`config.mk`:
```
export PLATFORM = sky130hd
export DESIGN_NAME = uart_rx_cfg
export DESIGN_NICKNAME = d
export VERILOG_FILES = /design/src/rtl/uart_rx_cfg.sv
export SDC_FILE = /design/constraint.sdc
export NUM_CORES = 1
export LEC_CHECK = 0
export BUFFER_PORTS_ARGS = -buffer_cell sky130_fd_sc_hd__buf_4
export CAP_MARGIN = 10
export CORE_UTILIZATION = 40
export DETAILED_ROUTE_END_ITERATION = 10
export PLACE_DENSITY_LB_ADDON = 0.05
export SLEW_MARGIN = 10
export SYNTH_ARGS = -nofsm -noshare
export SYNTH_HDL_FRONTEND = slang
export SYNTH_SLANG_ARGS = --single-unit
```
`constraint.sdc`:
```
create_clock -name i_clk -period 2.5 [get_ports i_clk]
set_clock_uncertainty 0.2 [all_clocks]
set_input_delay 0.125 -clock i_clk [delete_from_list [all_inputs] [get_ports i_clk]]
set_output_delay 0.125 -clock i_clk [all_outputs]
set_load 0.005 [all_outputs]
```
`src/rtl/uart_rx_cfg.sv`:
```
// UART receiver with runtime baud, parity and stop-bit selection. It takes a 3-sample majority
// vote at each bit centre, flags parity/framing/overrun errors and hands words out on valid/ready.
module uart_rx_cfg #(
  parameter int DATA_BITS   = 8,
  parameter int PERIOD_BASE = 100
) (
  input  logic                 i_clk,
  input  logic                 i_rst,
  input  logic                 i_rx,
  input  logic [2:0]           i_baud,
  input  logic [1:0]           i_parity,
  input  logic                 i_stop2,
  input  logic                 i_ready,
  output logic [DATA_BITS-1:0] o_data,
  output logic                 o_valid,
  output logic                 o_parity_err,
  output logic                 o_frame_err,
  output logic                 o_overrun,
  output logic                 o_busy
);
  localparam int CW = $clog2(PERIOD_BASE * 48 + 1);

  typedef enum logic [2:0] {S_IDLE, S_START, S_DATA, S_PARITY, S_STOP, S_BREAK} state_t;

  state_t               state, state_nxt;
  logic                 rx_meta, rxs;
  logic [CW-1:0]        per, half, c, c_nxt;
  logic [1:0]           par_cfg;
  logic                 stop2_q;
  logic [3:0]           bit_cnt, bit_cnt_nxt;
  logic                 samp_a, samp_b;
  logic                 bit_val, decide, bit_end, complete, parity_on;
  logic                 perr, ferr;
  logic [DATA_BITS-1:0] shreg;

  function automatic logic [CW-1:0] period_of(input logic [2:0] baud);
    int mult;
    mult = 48;
    case (baud)
      3'd0:    mult = 1;
      3'd1:    mult = 2;
      3'd2:    mult = 4;
      3'd3:    mult = 6;
      3'd4:    mult = 12;
      3'd5:    mult = 24;
      default: mult = 48;
    endcase
    return CW'(PERIOD_BASE * mult);
  endfunction

  function automatic logic maj3(input logic a, input logic b, input logic x);
    return (a & b) | (a & x) | (b & x);
  endfunction

  assign half      = per >> 1;
  assign decide    = (c == half + CW'(1));
  assign bit_end   = (c == per - CW'(1));
  assign bit_val   = maj3(samp_a, samp_b, rxs);
  assign parity_on = (par_cfg == 2'd1) || (par_cfg == 2'd2);
  assign o_busy    = (state != S_IDLE);

  always_comb begin
    state_nxt   = state;
    c_nxt       = c + CW'(1);
    bit_cnt_nxt = bit_cnt;
    complete    = 1'b0;
    case (state)
      // c starts at 1: the cycle that saw the line low is bit time 0
      S_IDLE: begin
        c_nxt = CW'(1);
        if (rxs) c_nxt = '0;
        else     state_nxt = S_START;
      end
      S_START: begin
        if (decide && bit_val) begin
          state_nxt = S_IDLE;
          c_nxt     = '0;
        end else if (bit_end) begin
          state_nxt   = S_DATA;
          c_nxt       = '0;
          bit_cnt_nxt = '0;
        end
      end
      S_DATA: begin
        if (bit_end) begin
          c_nxt = '0;
          if (bit_cnt == 4'(DATA_BITS - 1)) begin
            bit_cnt_nxt = '0;
            state_nxt   = parity_on ? S_PARITY : S_STOP;
          end else begin
            bit_cnt_nxt = bit_cnt + 4'd1;
          end
        end
      end
      S_PARITY: begin
        if (bit_end) begin
          c_nxt       = '0;
          bit_cnt_nxt = '0;
          state_nxt   = S_STOP;
        end
      end
      S_STOP: begin
        if (decide && bit_cnt == {3'b000, stop2_q}) begin
          complete  = 1'b1;
          c_nxt     = '0;
          state_nxt = (ferr || !bit_val) ? S_BREAK : S_IDLE;
        end else if (bit_end) begin
          c_nxt       = '0;
          bit_cnt_nxt = bit_cnt + 4'd1;
        end
      end
      // a held-low line keeps restarting the high-time count
      S_BREAK: begin
        if (!rxs) begin
          c_nxt = '0;
        end else if (bit_end) begin
          c_nxt     = '0;
          state_nxt = S_IDLE;
        end
      end
      default: state_nxt = S_IDLE;
    endcase
  end

  always_ff @(posedge i_clk or posedge i_rst) begin
    if (i_rst) begin
      rx_meta <= 1'b1;
      rxs     <= 1'b1;
      state   <= S_IDLE;
      c       <= '0;
      bit_cnt <= '0;
      per     <= '0;
      par_cfg <= '0;
      stop2_q <= 1'b0;
      perr    <= 1'b0;
      ferr    <= 1'b0;
    end else begin
      rx_meta <= i_rx;
      rxs     <= rx_meta;
      state   <= state_nxt;
      c       <= c_nxt;
      bit_cnt <= bit_cnt_nxt;
      if (state == S_IDLE) begin
        perr <= 1'b0;
        ferr <= 1'b0;
        if (!rxs) begin
          per     <= period_of(i_baud);
          par_cfg <= i_parity;
          stop2_q <= i_stop2;
        end
      end
      if (state == S_PARITY && decide)
        perr <= (par_cfg == 2'd1) ? ~(^shreg ^ bit_val) : (^shreg ^ bit_val);
      if (state == S_STOP && decide && !bit_val)
        ferr <= 1'b1;
    end
  end

  always_ff @(posedge i_clk) begin
    if (c == half - CW'(1)) samp_a <= rxs;
    if (c == half)          samp_b <= rxs;
    if (state == S_DATA && decide) shreg <= {bit_val, shreg[DATA_BITS-1:1]};
  end

  // output holding register; a completion in the accept cycle replaces the word
  always_ff @(posedge i_clk or posedge i_rst) begin
    if (i_rst) begin
      o_data       <= '0;
      o_valid      <= 1'b0;
      o_parity_err <= 1'b0;
      o_frame_err  <= 1'b0;
      o_overrun    <= 1'b0;
    end else begin
      o_overrun <= 1'b0;
      if (complete) begin
        if (!o_valid || i_ready) begin
          o_valid      <= 1'b1;
          o_data       <= shreg;
          o_parity_err <= perr;
          o_frame_err  <= ferr | ~bit_val;
        end else begin
          o_overrun <= 1'b1;
        end
      end else if (o_valid && i_ready) begin
        o_valid      <= 1'b0;
        o_parity_err <= 1'b0;
        o_frame_err  <= 1'b0;
      end
    end
  end
endmodule

```
Yosys cells after proc, flatten, opt, wreduce, memory -nomap -nowiden --
Index checks and enable logic that the tools add are counted.
Operators by class: mux-type cells 43, add/sub/neg operators 5, multiply operators 1, bitwise gates (word level) 10, reductions and logical operators 26, equality and inequality tests 30
Operator list (number):
- one-hot mux 13 bit (5 select lines) | 1
- 2-to-1 mux 32 bit | 2
- 2-to-1 mux 13 bit | 4
- == test 13 bit | 3
- one-hot mux 6 bit (6 select lines) | 1
- 2-to-1 mux 3 bit | 11
- multiplier 6 x 32 -> 11 bit (first input constant) | 1
- 2-to-1 mux 4 bit | 6
- inequality test 2 bit (second input constant) | 10
- one-hot mux 3 bit (6 select lines) | 1
- 2-to-1 mux 1 bit | 16
- one-hot mux 4 bit (4 select lines) | 1
- adder 12 x 1 -> 13 bit (second input constant) | 1
- adder 13 x 1 -> 13 bit (second input constant) | 1
- == test 13 x 12 -> 1 bit | 1
- subtractor 12 x 1 -> 13 bit (second input constant) | 1
- subtractor 13 x 1 -> 13 bit (second input constant) | 1
- == test 3 x 2 -> 1 bit (second input constant) | 4
- == test 3 bit (second input constant) | 4
- AND reduction 8 bit | 1
- XOR reduction 8 bit | 1
- logical AND 1 bit | 7
- == test 3 x 1 -> 1 bit (second input constant) | 2
- zero test 3 bit | 2
- other kinds (19) | 32
Word-level totals: output and inout port bits 13, flip-flop bits (word level) 60, word-level logic and storage cells 133

Longest topological paths before layout --
Gate-level depths: netlist of the first run.
depth in word-level cells 8, gate-level depth with buffers 15

Least setup slack after synthesis of the first run --
No wires, ideal clock.
path type input port to flip-flop, start in i_baud[2], end reg per[12], path buffers 0, stages 15, library setup time 0.130 ns, setup slack -0.346 ns, arrival time 2.516 ns, required time 2.170 ns, cells stage by stage inv_1 -> nor3_1 -> a21o_1 -> ha_1 -> inv_1 -> fa_1 -> inv_1 -> ha_1 -> ha_1 -> a21o_1 -> a21oi_1 -> nor2b_1 -> o21a_1 -> o21ai_0 -> o21ai_0
Between the ends: word-level cells in the longest chain between the ends 5, elaborated cells between the ends (all ways) 10, those cells by class 1 x mul; 5 x eq/ne; 3 x mux; 1 x reduce/logical
RTL lines:
- from (decl) | line 10 | input logic [2:0] i_baud,
- == test 3 bit, or another cell as far along | line 39 | case (baud)
- one-hot mux 6 bit (6 select lines) * | line 39
- 2-to-1 mux 32 bit * | line 146 | if (!rxs) begin
- 2-to-1 mux 32 bit * | line 143 | if (state == S_IDLE) begin
- multiplier 6 x 32 -> 11 bit * | line 48 | return CW'(PERIOD_BASE * mult);
- to (signal assigned) | line 147 | per <= period_of(i_baud);
- to (decl) | line 27 | logic [CW-1:0] per, half, c, c_nxt;
Mark *: on every way between the ends. The rest lies on a longest branch, timed or not. The select of a mux whose other input is x is not followed. A chain may end at the register's enable or synchronous reset.

Worst setup path in the final report of the first run --
start reg per[2], end reg c[0]
Between the ends: word-level cells in the longest chain between the ends 5, elaborated cells between the ends (all ways) 11, those cells by class 2 x add/sub; 2 x eq/ne; 5 x mux; 2 x reduce/logical
RTL lines:
- subtractor 13 x 1 -> 13 bit or adder 12 x 1 -> 13 bit (tied branches) | line 57, 56
- == test 13 bit, on equally long branches | line 57, 56
- 2-to-1 mux 13 bit, or another cell as far along
- 2-to-1 mux 13 bit, on equally long branches | line 114, 103, 75
- one-hot mux 13 bit (5 select lines) * | line 67 | case (state)
- via c_nxt[0] | line 27
- to (signal assigned) | line 141 | c <= c_nxt;
- to (decl) | line 27
The timed path passes the listed nets; every way through them passes the cells marked *.

==> impl_metrics.toml, run 1 <==
[synth]
synthesis.area_mm2 = 0.00387
ys_dominant_reg_cell = "dfrtp_1"
synth_top_family_by_area = "simple AND/OR/NAND/NOR gates"
synth-simple-area-share = 0.215
yosysMostFrequentCell = "dfrtp_1"
synthesis.nets = 435
synthMuxAreaShare = 0.0349
netlist_instances = 405
ys_top_cells_by_area = "dfrtp_1 (31%), edfxtp_1 (7.8%), xnor2_1 (6.3%)"
synth_top_area_frac = 0.310
synthTopCellsByCount = "dfrtp_1 (48), nand2_1 (45), nor2_1 (32)"
synth_compound_area_frac = 0.111
synth_seq_cells = 60
async_flop_share = 0.833
synth_edf_count = 10
synth_cell_types = 64
yosys_warnings = 0
syn_area_per_cell_um2 = 9.56
yosysTopAreaCell = "dfrtp_1"
synth-seq-area-share = 0.401
synth_xor_area_frac = 0.122
synth_fa_ha_area_frac = 0.0711

[timing]
fmax_ghz = 0.372
period_share = 1.07
fin_setup_tns_ps = -3150
period_needed_ps = 2690
rsz0062_at_grt = "true"
report.final.slew_viol_count = 0
relSlewSlack = 0.726
final.setup.worst_slack_ps = -186
finalHoldViolations = 0
setup_viol = 23
worst_slew_pin_slew_ps = 410

[drt]
vias = 3352
ant_nets = 0
vias_per_cell = 5.13
drc = 0
routedWlPerCell_um = 15.2
wirelength_mm = 9.93
drt_iter0_drc = 82
first_pass_iters = 5

[worst_setup_path]
crit_chain = "inv_2 > ha_4 > buf_4 > nand2b_1 > or4_1 > o22ai_1 > a311o_1 > nand4b_4 > buf_4 > a22oi_2 > buf_12 > o21ai_1"
critPathKind = "reg2reg"
critPathMaxFanout = 13
r2r-start = "per[2]$_DFFE_PP0P_"
r2r_cells = 12
cp.required_ps = 2520
crit_slowest_cell = "dfrtp_1"
endpoint_kind = "flop"
setup.worst_path.start_class = "flop"
timing.rr.end = "c[0]$_DFF_PP0_"
path_common_cell = "buf_4"
r2r_setup_slack_ps = -190
slowest_delay_ps = 410
cp.arrival_ps = 2700

[min_path]
hp-start = "i_baud[0]"
hold_path_depth = 5
whs_endpoint = "per[2]$_DFFE_PP0P_"
hp-class = "in2reg"

[floorplan]
ios = 23
rows = 35
die_w_um = 100
initial_core_util = 0.415
core_mm2 = 0.00933
die_area_mm2 = 0.0101
die-height_um = 100

[power_and_ir_drop]
powerDensity_mw_per_mm2 = 880
p_int_uw = 2960
comb_power_share = 0.531
total_leakage_power_uw = 0.00249
sw_frac_of_total = 0.384
fin_total_pwr_uw = 4810
power_frac_seq = 0.263
p_sw_uw = 1840
p_clk_frac = 0.207
irDropWorstVdd_uv = 911

[run_status]
status = "finished with violations"
violations = "negative setup slack"

[finish]
n_fill_cell = 799
diodes = 0
synthToLayoutAreaGrowth_pct = 41.2
drive_gt1_frac = 0.366
layout.nets = 549
fin_area_mm2 = 0.00547

[global_routing]
grt_pass1_vias = 3392
grt_max_degree = 19
grt_first_pass_wirelength_mm = 16.3
grt_overflow = 0
gr-usage-all-layers = 0.208
antenna_found_initial = 0

[placement]
postPlaceCellArea_mm2 = 0.00477
portBuffers = 22
dpl.hpwl_mm = 7.29
gp_congestion = 0.817

[clock_tree]
cts_made_buffers = 9
clk_latency_ps = 350
cts.root.buffer_cell = "clkbuf_8"
cts.sinks = 60
clk_path_buf_depth = 2
h-tree-depth = 3
cts_tree = "built"
clk_pin_slew_ps = 80

[flow_run]
max_cap_viol_count = 0
## flip-flops by register name, summed over array words and instances (netlist names), 2 cells and up
name,cells
bit_cnt,4
shreg,8
par_cfg,2
c,13
o_data,8
per,11
state,3
## how the worst max path moves through the flow
stage	startpoint	to	cells after the start
5_1_grt	per[3]$_DFFE_PP0P_	c[0]$_DFF_PP0_	9
3_5_place_dp	i_baud[2]	per[12]$_DFFE_PP0P_	16
4_1_cts	per[3]$_DFFE_PP0P_	bit_cnt[1]$_DFFE_PP0P_	7
6_report	per[2]$_DFFE_PP0P_	c[0]$_DFF_PP0_	12
2_1_floorplan	i_baud[2]	per[12]$_DFFE_PP0P_	15
3_3_place_gp	i_baud[2]	per[12]$_DFFE_PP0P_	16
## area by class of cell
class	count	area, µm²	share of cell area
inverter	19	83.8	0.0153
timing repair buffer	125	1040	0.190
sequential	60	1560	0.285
multi-input combinational	304	2400	0.440
tap	129	161	0.0295
clock inverter	7	98.8	0.0181
clock buffer	9	124	0.0227
## placed cells by master, fill, tap and decap left out, types with 4 or more instances in the layout
| master | Yosys | final |
|---|---|---|
| nand2b_1 | 6 | 6 |
| edfxtp_1 | 10 | 10 |
| inv_2 | 1 | 6 |
| and3_1 | 8 | 8 |
| o21ai_0 | 14 | 11 |
| nand2_1 | 45 | 44 |
| clkbuf_8 | 0 | 9 |
| ha_1 | 18 | 12 |
| xor2_1 | 26 | 25 |
| dfrtp_1 | 48 | 47 |
| nand3_1 | 14 | 14 |
| mux2_4 | 0 | 10 |
| nor4_2 | 1 | 4 |
| buf_6 | 1 | 4 |
| xnor2_1 | 28 | 27 |
| ha_4 | 0 | 6 |
| dlygate4sd3_1 | 0 | 9 |
| nand4_1 | 7 | 7 |
| o21ai_1 | 4 | 7 |
| a21oi_1 | 12 | 10 |
| nor3_1 | 7 | 5 |
| buf_4 | 1 | 107 |
| inv_1 | 18 | 12 |
| nor2b_1 | 5 | 4 |
| nor2_1 | 32 | 30 |
## worst max-delay path: cells and delay by family, from the launching register on
kind,cells,cell delay (ps)
flops,1,410
compound gates,4,620
fa+ha+maj,1,140
simple gates,3,660
buf+inv,4,550
## per-layer routing
metal  up-vias  wire length, µm  track usage
met2        57             5110        0.370
met5         -                0            0
li1       1661                -            -
met4         0              191       0.0702
met3        17              270       0.0376
met1      1617             4360        0.252
## power by group through the flow
stage,registers [µW],clock network [µW],logic [µW]
after floorplan,1260,0,1350
after global placement,1280,0,2230
after detailed placement,1280,0,2250
after CTS,1270,1020,2430
after global routing,1280,1070,2790
final,1260,994,2550
## cell families (layout without fill, tap and decap cells)
family          count (synthesis)  in the layout
fa+ha+maj                      21             21
mux                            12             12
buf+inv                        41            160
compound gates                 63             63
xor+xnor                       54             54
flops                          60             60
simple gates                  154            154
## through the flow
step,cells,setup WS (ps),hold WS (ps),utilization
2_1_floorplan,405,-142,-70.5,-
4_1_cts,648,-211,20.7,0.566
3_3_place_gp,615,-404,-67.6,0.512
6_report,653,-186,27.5,0.586
3_5_place_dp,615,-500,-63.2,0.512
5_1_grt,653,-287,67.0,0.586
## repair_timing
action	in CTS	in global routing
resized for setup	31	26
buffers inserted	8	4
gates cloned	0	1
hold endpoints to repair	58	0
pin swaps	20	4
hold buffers	9	0
setup endpoints to repair	23	43
Power figures use the tool's default switching activity.
==> run 2: changes to the inputs <==
- CORE_UTILIZATION: 40 -> 55
==> run 2 against run 1 <==
Against the previous run:
- the flow still finishes with violations (negative setup slack)
- clock-buffer cell count unchanged
- critical path depth decreased by 3
- combinational power increased by 2%
- power about the same
- flip-flop and latch count unchanged
- via count increased by 2.5%
- register-to-register slack got worse by 60 ps
- sequential power about the same
- sequential share of layout area increased by 0.56 points
- worst setup slack got worse by 58 ps
- fmax decreased by 2.1%
- routed wire length decreased by 1.2%
- largest power group unchanged
==> impl_metrics.toml, run 2 (synthesis results as in run 1) <==
[floorplan]
die_area_mm2 = 0.00738
die_w_um = 85.9
ios = 23
core_mm2 = 0.00679
rows = 30
die-height_um = 85.9
initial_core_util = 0.570

[power_and_ir_drop]
irDropWorstVdd_uv = 761
total_leakage_power_uw = 0.00248
powerDensity_mw_per_mm2 = 897

[finish]
layout.nets = 550
n_fill_cell = 436
top_regs = "c (13), per (11)"
synthToLayoutAreaGrowth_pct = 38.5
mostFrequentLayoutCells = "buf_4 (111), dfrtp_1 (47), nand2_1 (44), nor2_1 (30), xnor2_1 (27)"
largest-register = "c"
mostFrequentLayoutCell = "buf_4"
multi_input_area_mm2 = 0.00239
seqCellArea_mm2 = 0.00156
largest_register_ffs = 13
drive_gt1_frac = 0.358
diodes = 0
fin_cells = 621

[placement]
placedCellCount = 580
portBuffers = 22
gp_congestion = 0.849
dp_slack_ps = -469
dpl.hpwl_mm = 6.71

[drt]
drc = 0
drt_iter0_drc = 189
ant_nets = 0
wirelength_mm = 9.81
vias = 3435
routedWlPerCell_um = 15.8
dr_wl_met2_mm = 5.08
vias_per_cell = 5.53
wl_met1_mm = 4.11
top_layer = "met4"
first_pass_iters = 4
wl_met3_um = 342

[flow_run]
max_cap_viol_count = 0

[clock_tree]
cts.root.buffer_cell = "clkbuf_8"
cts_made_buffers = 9
cts.sinks = 60
cts_tree = "built"
clk_path_buf_depth = 2
h-tree-depth = 3
clk_pin_slew_ps = 70
clk_latency_ps = 350

[global_routing]
grt_first_pass_wirelength_mm = 15.6
grt_pass1_vias = 3328
antenna_found_initial = 0
grt_overflow = 0
grt_max_degree = 51
gr-usage-all-layers = 0.275

[worst_setup_path]
setup.worst_path.start_class = "flop"
cp_num_buf_inv = 2
slowest_delay_ps = 410
critPathKind = "reg2reg"
crit_slowest_cell = "or3_4"
endpoint_kind = "flop"
cp.arrival_ps = 2760
r2r_setup_slack_ps = -240
crit_chain = "or3_4 > or3_4 > xnor2_4 > o2111ai_2 > nand4b_4 > buf_4 > a22oi_2 > buf_12 > o21ai_1"
timing.rr.end = "c[0]$_DFF_PP0_"
path_common_cell = "or3_4"
critPathMaxFanout = 13
crit_start = "per[3]$_DFFE_PP0P_"
r2r-start = "per[3]$_DFFE_PP0P_"
cp_top_family = "simple AND/OR/NAND/NOR gates"
crit_path_end = "c[0]$_DFF_PP0_"
cp.required_ps = 2520
path_depth = 9
r2r_cells = 9

[run_status]
violations = "negative setup slack"
status = "finished with violations"

[timing]
rsz0062_at_grt = "true"
period_needed_ps = 2740
setup_viol = 22
worst_slew_pin_slew_ps = 619
final.setup.worst_slack_ps = -244
fmax_ghz = 0.364
finalHoldViolations = 0
report.final.slew_viol_count = 0
period_share = 1.10
hold_slack_ps = 27.0
relSlewSlack = 0.587

[min_path]
hp-class = "in2reg"
hold_path_depth = 5
run 2: power by group:
group | switching (µW) | leakage [µW] | internal [µW] | total, µW
Clock | 452 | 0.0000988 | 477 | 929
Combinational | 1300 | 0.00162 | 1290 | 2600
Sequential | 152 | 0.000757 | 1130 | 1280
Total | 1910 | 0.00248 | 2900 | 4810
run 2: tightest hold or removal path: stages:
cell and delay, ps:
buf_12 100, nor2_2 60, buf_4 130, nand2_1 50
o21ai_0 70
run 2: through the flow:
step / total power, µW / setup TNS [ps] / cell area [µm²] / util
after floorplan: 2610 / -1260 / 3930 / -
after global placement: 3450 / -3620 / 4700 / 0.692
after detailed placement: 3500 / -4670 / 4700 / 0.692
after CTS: 4640 / -2020 / 5210 / 0.767
after global routing: 5100 / -6330 / 5360 / 0.789
final: 4810 / -4040 / 5360 / 0.789
run 2: worst min path at each step:
| stage | start | to | slack [ps] |
|---|---|---|---|
| 2_1_floorplan | i_rx | rx_meta$_DFF_PP1_ | -70 |
| 3_3_place_gp | i_rx | rx_meta$_DFF_PP1_ | 30 |
| 3_5_place_dp | i_rx | rx_meta$_DFF_PP1_ | 40 |
| 4_1_cts | i_baud[2] | per[2]$_DFFE_PP0P_ | 30 |
| 5_1_grt | i_baud[2] | per[3]$_DFFE_PP0P_ | 30 |
| 6_report | i_baud[2] | per[3]$_DFFE_PP0P_ | 30 |
run 2: metal layers:
layer	vias to the layer above	GRT usage
met5	-	0
met4	0	0.141
met3	21	0.0433
met2	87	0.469
met1	1669	0.337
li1	1658	-
run 2: cell type report:
type	instances	share of cell area
multi-input cells	304	0.446
clock buffers	9	0.0231
repair buffers	126	0.188
well taps	96	0.0224
flip-flops and latches	60	0.290
clock inverters	7	0.0154
inverters	19	0.0142
run 2: what timing repair did:
action	CTS	global route
setup buffers	14	2
cloned	0	1
pin swaps	24	10
endpoints found under the setup margin	23	33
hold buffers	8	0
gates resized for setup	27	23
endpoints found under the hold margin	56	0
